<file path="src/rtl/regfile_wr_arbiter_pkg.sv">
// Shared types and encodings for the register-file write-port arbiter.
package regfile_wr_arbiter_pkg;

    localparam int unsigned DataSz = 32;

    localparam logic [1:0] SZ_BYTE = 2'b00;
    localparam logic [1:0] SZ_HALF = 2'b01;
    localparam logic [1:0] SZ_WORD = 2'b10;

    typedef enum logic {
        S_PRI0,
        S_FORCE1
    } arbStateE;

endpackage

</file>
<file path="src/rtl/regfile_wr_arbiter_wr_lane_align.sv">
// Combinational lane alignment: shifts right-justified data into its byte lanes
// and derives the per-byte enables, flagging misaligned or reserved sizes.
module wr_lane_align
    import regfile_wr_arbiter_pkg::*;
(
    input  logic [1:0]        Size,
    input  logic [1:0]        ByteOff,
    input  logic [DataSz-1:0] Data,
    output logic [DataSz-1:0] AlignedData,
    output logic [3:0]        ByteEn,
    output logic              Illegal
);

    always_comb begin
        AlignedData = Data << {ByteOff, 3'b000};
        ByteEn      = '0;
        Illegal     = 1'b0;
        case (Size)
            SZ_BYTE: ByteEn = 4'b0001 << ByteOff;
            SZ_HALF: begin
                if (ByteOff[0]) Illegal = 1'b1;
                else            ByteEn  = ByteOff[1] ? 4'b1100 : 4'b0011;
            end
            SZ_WORD: begin
                if (ByteOff != 2'd0) Illegal = 1'b1;
                else                 ByteEn  = '1;
            end
            default: Illegal = 1'b1;
        endcase
    end

endmodule

</file>
<file path="src/rtl/regfile_wr_arbiter.sv">
// Two-port register-file write arbiter: fixed priority to port 0 with a forced
// port-1 grant after MAX_WAIT held-off cycles. Optional REGWR_ARB_STATS_EN adds ConflictCnt.
module regfile_wr_arbiter
    import regfile_wr_arbiter_pkg::*;
#(
    parameter int unsigned MAX_WAIT = 4,
    parameter int unsigned WAIT_W   = 4
) (
    input  logic              Clk,
    input  logic              Reset,
    input  logic              Req0Valid,
    output logic              Req0Ready,
    input  logic [4:0]        Req0Addr,
    input  logic [DataSz-1:0] Req0Data,
    input  logic [1:0]        Req0Size,
    input  logic [1:0]        Req0ByteOff,
    input  logic              Req1Valid,
    output logic              Req1Ready,
    input  logic [4:0]        Req1Addr,
    input  logic [DataSz-1:0] Req1Data,
    input  logic [1:0]        Req1Size,
    input  logic [1:0]        Req1ByteOff,
    output logic              WrEn,
    output logic [4:0]        WrAddr,
    output logic [DataSz-1:0] WrData,
    output logic [3:0]        WrByteEn,
    output logic              WrErr
`ifdef REGWR_ARB_STATS_EN
    ,
    output logic [15:0]       ConflictCnt
`endif
);

    arbStateE          state;
    logic [WAIT_W-1:0] waitCnt;
    logic              xfer0;
    logic              xfer1;
    logic [4:0]        selAddr;
    logic [DataSz-1:0] selData;
    logic [1:0]        selSize;
    logic [1:0]        selOff;
    logic [DataSz-1:0] alignedData;
    logic [3:0]        alignedBe;
    logic              illegal;
    logic              lastWait;

    // Ready is withheld from both ports while Reset is high so no grant leaks through.
    always_comb begin
        Req0Ready = 1'b0;
        Req1Ready = 1'b0;
        if (!Reset) begin
            case (state)
                S_PRI0: begin
                    Req0Ready = 1'b1;
                    Req1Ready = ~Req0Valid;
                end
                S_FORCE1: Req1Ready = 1'b1;
            endcase
        end
    end

    assign xfer0    = Req0Valid & Req0Ready;
    assign xfer1    = Req1Valid & Req1Ready;
    assign selAddr  = xfer1 ? Req1Addr    : Req0Addr;
    assign selData  = xfer1 ? Req1Data    : Req0Data;
    assign selSize  = xfer1 ? Req1Size    : Req0Size;
    assign selOff   = xfer1 ? Req1ByteOff : Req0ByteOff;
    assign lastWait = (waitCnt == WAIT_W'(MAX_WAIT - 1));

    wr_lane_align uAlign (
        .Size        (selSize),
        .ByteOff     (selOff),
        .Data        (selData),
        .AlignedData (alignedData),
        .ByteEn      (alignedBe),
        .Illegal     (illegal)
    );

    always_ff @(posedge Clk) begin
        if (Reset) begin
            state    <= S_PRI0;
            waitCnt  <= '0;
            WrEn     <= 1'b0;
            WrAddr   <= '0;
            WrData   <= '0;
            WrByteEn <= '0;
            WrErr    <= 1'b0;
        end else begin
            case (state)
                S_PRI0: begin
                    if (Req1Valid && !Req1Ready) begin
                        waitCnt <= waitCnt + 1'b1;
                        if (lastWait) state <= S_FORCE1;
                    end else begin
                        waitCnt <= '0;
                    end
                end
                S_FORCE1: begin
                    state   <= S_PRI0;
                    waitCnt <= '0;
                end
            endcase

            WrEn     <= 1'b0;
            WrByteEn <= '0;
            WrErr    <= 1'b0;
            if (xfer0 || xfer1) begin
                WrAddr <= selAddr;
                WrData <= alignedData;
                // Register 0 is hardwired: accept and drop without flagging an error.
                if (illegal) begin
                    WrErr <= 1'b1;
                end else if (selAddr != 5'd0) begin
                    WrEn     <= 1'b1;
                    WrByteEn <= alignedBe;
                end
            end
        end
    end

`ifdef REGWR_ARB_STATS_EN
    always_ff @(posedge Clk) begin
        if (Reset)
            ConflictCnt <= '0;
        else if (Req0Valid && Req1Valid && (ConflictCnt != '1))
            ConflictCnt <= ConflictCnt + 1'b1;
    end
`endif

endmodule

</file>
<file path="config.mk">
export PLATFORM = sky130hd
export DESIGN_NAME = regfile_wr_arbiter
export DESIGN_NICKNAME = d
export VERILOG_FILES = /design/src/rtl/regfile_wr_arbiter_pkg.sv /design/src/rtl/regfile_wr_arbiter_wr_lane_align.sv /design/src/rtl/regfile_wr_arbiter.sv
export SDC_FILE = /design/constraint.sdc
export NUM_CORES = 1
export LEC_CHECK = 0
export ABC_AREA = 0
export CAP_MARGIN = 5
export CORE_MARGIN = 2
export CORE_UTILIZATION = 39
export DETAILED_ROUTE_END_ITERATION = 10
export PLACE_DENSITY = 0.85
export SLEW_MARGIN = 40
export SYNTH_ARGS = -nofsm -noshare
export SYNTH_HDL_FRONTEND = slang
export SYNTH_SLANG_ARGS = --single-unit
</file>
<file path="constraint.sdc">
create_clock -name Clk -period 1.54 [get_ports Clk]
set_input_delay 0.154 -clock Clk [delete_from_list [all_inputs] [get_ports Clk]]
set_output_delay 0.154 -clock Clk [all_outputs]
set_load 0.01 [all_outputs]
</file>
==> results.yml, run 1 <==
drt:
  ant_nets: 0
  initialDrtViolationCount: 288
  wirelength_um: 13200
  via_per_inst: 5.89
  vias: 3657
  drc_errors: 0
  wire_per_inst_um: 21.2
  first_pass_iters: 6
floorplanning:
  die-height_um: 92.5
  die_width_um: 92.5
  die_area_mm2: 0.00855
  ios: 131
  start_util_pct: 39.9
  rows: 32
  core-area_mm2: 0.00765
timing:
  report.final.slew_viol_count: 0
  slew_headroom_pct: 70.8
  hold_ws_ns: 0.326
  tightestPinTransition_ns: 0.435
  fin_crit_sh_pct: 110
  fin_skew_ns: 0.0185
  finalHoldViolations: 0
  setup_ws_ns: -0.155
  timing.fmax_ghz: 0.590
  finalCriticalPeriod_ns: 1.69
  finalSetupViolCount: 34
  rsz0062_at_grt: "true"
  setup_tns_ns: -1.34
grt:
  grt_pass1_vias: 3787
  grt_usage_pct: 28.3
  grt_start_max_net_pins: 23
  grt.busiest_layer: "met2"
  grt_pass1_wl_um: 19000
  gr-total-overflow: 0
  use_met2_pct: 49.3
  groute.layer.met1.usage_pct: 33.3
  use_met3_pct: 6.10
  antenna_found_initial: 0
power_and_ir_drop:
  leakage_nw: 2.26
  p_sw_share_pct: 30.5
  p_sw_mw: 1.12
  power_frac_clock_pct: 25.5
  p_seq_share_pct: 36.9
  peakVddDrop_mv: 0.485
  internal_power_mw: 2.57
  p_comb_share_pct: 37.6
  power.total_mw: 3.69
  powerDensity_mw_per_mm2: 665
layout:
  fin_util_pct: 72.5
  antenna_cells: 0
  final_cell_mix: "124 x clkdlybuf4s50_1, 47 x dfxtp_1, 45 x mux2i_1, 45 x buf_4, 29 x nor2_1"
  final_common_cell: "clkdlybuf4s50_1"
  area_delta_synth_final_pct: 81.8
  stdcell_count: 621
  finalInstanceArea_mm2: 0.00555
  n_fill_cell: 496
  num-nets-final: 605
  drive_gt1_share_pct: 29.1
clock_tree:
  clk_latency_ns: 0.32
  htree_levels: 2
  cts.sinks: 48
  cts_buffers: 5
  tritoncts: "built"
  ctsHoldBuffers: 0
  clk_pin_slew_worst_paths_ns: 0.11
  ctsRootBufferMaster: "clkbuf_8"
  clk_path_buf_depth: 2
yosys:
  yosys_warnings: 0
  ys_seq_area_share_pct: 31.5
  avgSynthCellArea_um2: 9.03
  synth_cell_types: 49
  syn_nets: 425
  synth-seq-cells: 48
  async_flop_share_pct: 0
  ys.flop_type: "dfxtp_1"
  synth_cells: 338
  synthesis.area_mm2: 0.00305
  synth-edff-count: 0
setup_path:
  timing_worst_setup_path_type: "flop to flop"
  required_ns: 1.75
  path_max_fanout: 11
  arrival_ns: 1.91
  worstSetupStartpointType: "flop"
  critical_path.max_stage_delay_ns: 0.33
  cp_cell_sequence: "nand2b_4 -> nand2_8 -> mux2i_4 -> bufbuf_16 -> a221oi_1 -> nor3_1"
  cp-end-kind: "flop"
  cpMaxStageDelayCell: "dfxtp_2"
placement:
  place_inst: 591
  hpwlAfterDp_um: 8340
  place.gp.congestion: 0.880
  port_buffers: 130
  placed_cell_area_mm2: 0.00479
  place_ws_ns: -0.495
run:
  drv_cap: 0
outcome:
  violations: "setup timing"
  outcome: "finished with violations"
hold_path:
  hp-class: "input pin to flop"
[metal layers]
layer | vias up | share of wire (%)
met5 | - | 0
met2 | 240 | 50
met4 | 0 | 3.5
li1 | 1622 | -
met1 | 1743 | 38
met3 | 52 | 8.5
[area by class of cell]
type                            instances  area [um^2]  area share, %
Multi-Input combinational cell        257         2220           40.1
Clock buffer                            5         68.8           1.24
Tap cell                              102          128           2.30
Timing Repair Buffer                  202         2110           38.0
Clock inverter                          3         42.5          0.767
Sequential cell                        48          962           17.3
Inverter                                4         15.0          0.271
[flip-flops by register name (all words and copies together) (netlist names)]
| register | count |
|---|---|
| WrErr | 1 |
| WrEn | 1 |
| WrAddr | 5 |
| WrByteEn | 4 |
| waitCnt | 4 |
| WrData | 32 |
| state | 1 |
[power groups by stage]
stage	combinational [mW]	clock, mW	sequential [mW]
final	1.39	0.942	1.36
after global routing	1.45	0.982	1.37
after CTS	1.26	0.929	1.36
after detailed placement	1.11	0	1.39
after global placement	1.09	0	1.39
after floorplan	0.465	0	1.41
[path summary, 6_finish.rpt]
| path | start | to | cells after the start | slack (ns) |
|---|---|---|---|---|
| worst max-delay path | state$_SDFF_PN0_ | WrData[16]$_SDFFE_PP0N_ | 6 | -0.15 |
| worst min-delay path | Reset | WrData[6]$_SDFFE_PP0N_ | 3 | 0.33 |
| worst max register to register | state$_SDFF_PN0_ | WrData[16]$_SDFFE_PP0N_ | 6 | -0.15 |
| worst min register to register | waitCnt[0]$_SDFF_PP0_ | waitCnt[0]$_SDFF_PP0_ | 1 | 0.45 |
[cell usage after synthesis (all sizes together), types with 2 or more instances]
cell | instances | share of area [%]
mux2i | 57 | 19
dfxtp | 48 | 31
nor2 | 33 | 4.3
nand2 | 29 | 3.8
buf | 21 | 4.8
mux2 | 18 | 6.6
nand3 | 15 | 2.5
a21oi | 13 | 2.1
o211ai | 11 | 2.7
a211oi | 9 | 2.2
a311oi | 9 | 3.0
clkbuf | 9 | 1.1
nor4b | 7 | 2.2
nor3 | 5 | 0.82
a221oi | 4 | 1.1
a32o | 4 | 1.3
inv | 4 | 0.49
nand2b | 4 | 0.82
o21ai | 4 | 0.66
a31o | 3 | 0.86
xnor2 | 3 | 0.86
a21boi | 2 | 0.49
a31oi | 2 | 0.41
and3 | 2 | 0.41
nand3b | 2 | 0.49
nor2b | 2 | 0.41
nor3b | 2 | 0.49
nor4 | 2 | 0.41
o211a | 2 | 0.66
[repair_timing]
action                     in CTS  in global routing
setup endpoints to repair      41                 45
resized for setup              43                 47
cloned                          5                  1
pin swaps                      10                 24
setup buffers                  14                  5
[critical path: cells and delay by family, from the launching register on]
family / cells / cell delay, ns
and+or+nand+nor: 3 / 0.54
DFF: 1 / 0.33
buffers and inverters: 1 / 0.32
muxes: 1 / 0.30
AOI/OAI and AO/OA: 1 / 0.09
[cells by family (layout without fill, tap and decap cells)]
family	after synthesis	in the layout	synth area share [%]
AO/OA/AOI/OAI	68	68	16.9
AND/OR/NAND/NOR	108	109	17.9
flip-flops	48	48	31.5
buffers and inverters	34	214	6.40
adder cells (fa/ha/maj)	1	1	0.410
XOR/XNOR	4	4	1.15
multiplexers	75	75	25.7
Note: power is estimated with default switching activity, not from simulation.
==> run 2, diff against run 1 <==
--- a/config.mk
+++ b/config.mk
@@ -7,6 +7,7 @@
 export LEC_CHECK = 0
 export ABC_AREA = 0
 export CAP_MARGIN = 5
+export CORE_ASPECT_RATIO = 1.1
 export CORE_MARGIN = 2
 export CORE_UTILIZATION = 39
 export DETAILED_ROUTE_END_ITERATION = 10
==> constraint.sdc (replaced) <==
create_clock -name Clk -period 1.5 [get_ports Clk]
set_input_delay 0.15 -clock Clk [delete_from_list [all_inputs] [get_ports Clk]]
set_output_delay 0.15 -clock Clk [all_outputs]
set_load 0.01 [all_outputs]
==> run 2 against run 1 <==
The run still ends with setup timing left. Largest power group is now registers. Final cell count fell by 1.8%. First-iteration DRC count is 7.3% lower. Combinational power shrank 5%. Largest cell class unchanged. Register-to-register slack improved by 0.02 ns.
==> results.yml, run 2 (synthesis gave the netlist of run 1 again) <==
layout:
  final_common_cell: "clkdlybuf4s50_1"
  final_cell_mix: "124 x clkdlybuf4s50_1, 47 x dfxtp_1, 46 x mux2i_1"
  top_regs: "WrData x32, WrAddr x5"
  top_register: "WrData"
  finalInstanceArea_mm2: 0.00530
  area_delta_synth_final_pct: 73.6
  num-nets-final: 591
  drive_gt1_share_pct: 26.7
  largest_reg_flops: 32
  antenna_cells: 0
timing:
  finalCriticalPeriod_ns: 1.63
  finalHoldViolations: 0
  setup_tns_ns: -1.98
  report.final.slew_viol_count: 0
  fin_crit_sh_pct: 109
  slew_headroom_pct: 69.2
  tightestPinTransition_ns: 0.459
  finalSetupViolCount: 29
  rsz0062_at_grt: "true"
  fin_skew_ns: 0.00948
  timing.fmax_ghz: 0.612
  setup_ws_ns: -0.134
floorplanning:
  ios: 131
  core-area_mm2: 0.00751
  die_width_um: 88.3
  rows: 33
  start_util_pct: 40.6
  die_area_mm2: 0.00855
  die-height_um: 96.8
outcome:
  outcome: "finished with violations"
  violations: "setup timing"
setup_path:
  required_ns: 1.71
  arrival_ns: 1.84
  timing_worst_setup_path_type: "flop to flop"
  path_max_fanout: 6
  cp_cell_sequence: "nand2b_4 -> nand2_8 -> buf_4 -> mux2_2 -> a211oi_1 -> nor4_1"
  path_delay_family: "simple AND/OR/NAND/NOR gates"
  cp-end-kind: "flop"
  worstSetupStartpointType: "flop"
  worst-path-buf-inv: 1
  critical_path.max_stage_delay_ns: 0.34
  cpMaxStageDelayCell: "dfxtp_2"
drt:
  wire_per_inst_um: 19.3
  drc_errors: 0
  vias: 3466
  ant_nets: 0
  via_per_inst: 5.68
  first_pass_iters: 5
  wirelength_um: 11800
  initialDrtViolationCount: 267
grt:
  grt_pass1_vias: 3356
  grt_usage_pct: 25.3
  grt_start_max_net_pins: 39
  grt_pass1_wl_um: 17000
  gr-total-overflow: 0
  antenna_found_initial: 0
hold_path:
  hp-class: "input pin to flop"
clock_tree:
  htree_levels: 2
  ctsHoldBuffers: 0
  cts_buffers: 5
  cts.sinks: 48
  clk_latency_ns: 0.33
  ctsRootBufferMaster: "clkbuf_8"
  clk_path_buf_depth: 2
  clk_pin_slew_worst_paths_ns: 0.10
  tritoncts: "built"
placement:
  port_buffers: 130
  place.gp.congestion: 0.954
  hpwlAfterDp_um: 8270
  placed_cell_area_mm2: 0.00476
power_and_ir_drop:
  peakVddDrop_mv: 0.643
  leakage_nw: 2.12
  power.total_mw: 3.56
  powerDensity_mw_per_mm2: 672
run:
  drv_cap: 0
[run 2: timing repair]
item / 4_1_cts / 5_1_grt
gates resized for setup: 32 / 32
endpoints found under the setup margin: 40 / 35
cloned: 0 / 2
pin swaps: 9 / 25
buffers inserted: 5 / 7
[run 2: layout make-up]
type,instances,area (um^2)
fillers,530,2220
multi-input cells,256,2150
repair buffers,189,1950
flip-flops and latches,48,962
well taps,105,131
clock buffers,5,68.8
clock inverters,3,26.3
inverters,4,15.0
[run 2: layer usage]
layer / up-vias / routed length (um) / global-route usage [%]
met5: - / 0 / 0
met4: 0 / 498 / 10.5
met3: 47 / 767 / 3.24
met2: 183 / 5790 / 41.8
met1: 1641 / 4750 / 32.6
li1: 1595 / - / -
[run 2: power breakdown]
| group | switching (mW) | internal, mW |
|---|---|---|
| logic | 0.585 | 0.733 |
| registers | 0.0457 | 1.35 |
| clock network | 0.502 | 0.344 |
[run 2: tightest hold or removal path: cells and delay by family]
kind                   cells  cell delay, ns
AND/OR/NAND/NOR            2            0.19
buffers and inverters      1            0.28
[run 2: path summary, 6_finish.rpt]
path,start,cells after the start,end,slack [ns]
worst min register to register,waitCnt[0]$_SDFF_PP0_,1,waitCnt[0]$_SDFF_PP0_,0.45
worst max-delay path,state$_SDFF_PN0_,6,WrData[22]$_SDFFE_PP0N_,-0.13
worst max register to register,state$_SDFF_PN0_,6,WrData[22]$_SDFFE_PP0N_,-0.13
worst min-delay path,Req0Valid,3,state$_SDFF_PN0_,0.33
[run 2: per-stage QoR]
stage / setup slack [ns] / hold slack (ns) / utilization, % / std cells
4_1_cts: -0.0863 / 0.339 / 66.8 / 601
3_5_place_dp: -0.501 / 0.434 / 63.4 / 588
3_3_place_gp: -0.452 / 0.426 / 63.4 / 588
5_1_grt: -0.201 / 0.346 / 70.5 / 610
2_1_floorplan: -0.000930 / 0.325 / - / 338
6_report: -0.134 / 0.325 / 70.5 / 610
==> run 3, diff against run 2 <==
--- a/config.mk
+++ b/config.mk
@@ -11,8 +11,8 @@
 export CORE_MARGIN = 2
 export CORE_UTILIZATION = 39
 export DETAILED_ROUTE_END_ITERATION = 10
-export PLACE_DENSITY = 0.85
-export SLEW_MARGIN = 40
+export PLACE_DENSITY = 0.78
+export SKIP_CTS_REPAIR_TIMING = 1
 export SYNTH_ARGS = -nofsm -noshare
 export SYNTH_HDL_FRONTEND = slang
 export SYNTH_SLANG_ARGS = --single-unit
==> run 3 against run 2 <==
The flow still finishes with violations (setup timing). Critical path depth grew 1. Routed wire length up 2.9%. Die area unchanged. Critical path type unchanged. Sequential share of layout area decreased by 0.13 points. Cell area rose by 0.71%. Final cell count is 0.98% higher. Largest cell class unchanged. Non-clock buffer count increased by 6. Worst setup slack got worse by 0.032 ns. Clock-buffer cell count rose by 3.
==> results.yml, run 3 (synthesis gave the netlist of run 1 again) <==
floorplanning:
  start_util_pct: 40.6
  die_area_mm2: 0.00855
  die-height_um: 96.8
  core-area_mm2: 0.00751
  ios: 131
  rows: 33
  die_width_um: 88.3
drt:
  first_pass_iters: 5
  vias: 3555
  wirelength_um: 12100
  wire_per_inst_um: 19.7
  initialDrtViolationCount: 265
  ant_nets: 0
  via_per_inst: 5.77
  drc_errors: 0
timing:
  fin_skew_ns: 0.00472
  tightestPinTransition_ns: 0.467
  slew_headroom_pct: 68.7
  rsz0062_at_grt: "true"
  setup_ws_ns: -0.166
  finalCriticalPeriod_ns: 1.67
  report.final.slew_viol_count: 0
  fin_crit_sh_pct: 111
  finalSetupViolCount: 37
  finalHoldViolations: 0
  timing.fmax_ghz: 0.600
setup_path:
  reg2reg_from: "state$_SDFF_PN0_"
  r2r_cells: 7
  required_ns: 1.71
  arrival_ns: 1.88
  r2r_end: "WrData[30]$_SDFFE_PP0N_"
  path_max_fanout: 7
  worstSetupStartpointType: "flop"
  cp-end-kind: "flop"
  reg2reg_setup_slack_ns: -0.17
  timing_worst_setup_path_type: "flop to flop"
hold_path:
  min_to: "state$_SDFF_PN0_"
  hold_depth: 3
  hp-class: "input pin to flop"
  min_from: "Req0Valid"
layout:
  final_common_cell: "clkdlybuf4s50_1"
  final-seq-area_um2: 962
  final_cell_mix: "124 x clkdlybuf4s50_1, 47 x dfxtp_1, 44 x buf_4"
  n_fill_cell: 548
  num-nets-final: 597
  top_register: "WrData"
  fin_util_pct: 71.0
  area_delta_synth_final_pct: 74.9
  largest_reg_flops: 32
  top_regs: "WrData x32, WrAddr x5"
  antenna_cells: 0
  finalInstanceArea_mm2: 0.00534
  drive_gt1_share_pct: 26.6
  multiInputGateArea_mm2: 0.00216
clock_tree:
  clk_latency_ns: 0.30
  cts.sinks: 48
  clk_path_buf_depth: 2
  tritoncts: "built"
  cts_buffers: 5
  htree_levels: 2
  ctsRootBufferMaster: "clkbuf_8"
  clk_pin_slew_worst_paths_ns: 0.08
grt:
  grt_pass1_wl_um: 16100
  antenna_found_initial: 0
  grt_start_max_net_pins: 22
  grt_usage_pct: 23.6
  grt_pass1_vias: 3306
  gr-total-overflow: 0
placement:
  placed_cell_area_mm2: 0.00474
  place_ws_ns: -0.519
  port_buffers: 130
  hpwlAfterDp_um: 8280
  place.gp.congestion: 0.915
power_and_ir_drop:
  power.total_mw: 3.52
  peakVddDrop_mv: 0.414
  powerDensity_mw_per_mm2: 660
  leakage_nw: 2.18
outcome:
  violations: "setup timing"
  outcome: "finished with violations"
run:
  drv_cap: 0
[run 3: cell count changes in the layout (fill, tap and decap cells not counted), sizes merged]
cell,change
clkbuf,+3
dlymetal6s2s,+5
clkinv,-1
buf,+6
inv,-2
dlygate4sd2,-5
[run 3: stage by stage]
step | TNS, ns | cells | hold slack, ns
floorplan | -0.000930 | 338 | 0.325
global placement | -16.40 | 595 | 0.427
detailed placement | -18.18 | 595 | 0.448
CTS | -4.87 | 603 | 0.458
global route | -5.31 | 616 | 0.235
finish | -2.91 | 616 | 0.199
[run 3: worst max-delay path by stage]
stage / to / slack [ns] / start / cells past startpoint
floorplan: WrEn$_SDFF_PP0_ / -0.0009 / state$_SDFF_PN0_ / 7
global placement: WrByteEn[0]$_SDFF_PP0_ / -0.44 / Req0Valid / 8
detailed placement: WrByteEn[2]$_SDFF_PP0_ / -0.52 / Reset / 8
CTS: Req1Ready / -0.32 / Req0Valid / 5
global route: WrData[22]$_SDFFE_PP0N_ / -0.26 / state$_SDFF_PN0_ / 8
finish: WrData[30]$_SDFFE_PP0N_ / -0.17 / state$_SDFF_PN0_ / 7
[run 3: cell type report]
type	count	share of cell area, %
Inverter	4	0.281
Clock buffer	8	1.69
Sequential cell	48	18.0
Timing Repair Buffer	195	37.0
Multi-Input combinational cell	256	40.5
Tap cell	105	2.46
[run 3: routing by layer]
| metal | GRT usage [%] | vias up | part of all wire [%] |
|---|---|---|---|
| met5 | 0 | - | 0 |
| met4 | 4.43 | 0 | 3.3 |
| met3 | 3.84 | 43 | 8.2 |
| met2 | 41.4 | 235 | 50 |
| met1 | 30.3 | 1669 | 38 |
| li1 | - | 1608 | - |
[run 3: critical path, stage by stage, from the launching register on]
cell and delay [ns]:
dfxtp_2 0.34, nand2b_4 0.16, nand2_8 0.14, mux2i_4 0.30
buf_8 0.14, buf_12 0.11, o211ai_1 0.14, a311oi_2 0.25
[run 3: power breakdown]
group	leakage (nW)	switching, mW	internal [mW]
clock	0.0455	0.418	0.377
combinational	1.74	0.593	0.740
sequential	0.394	0.0469	1.35
total	2.18	1.06	2.47
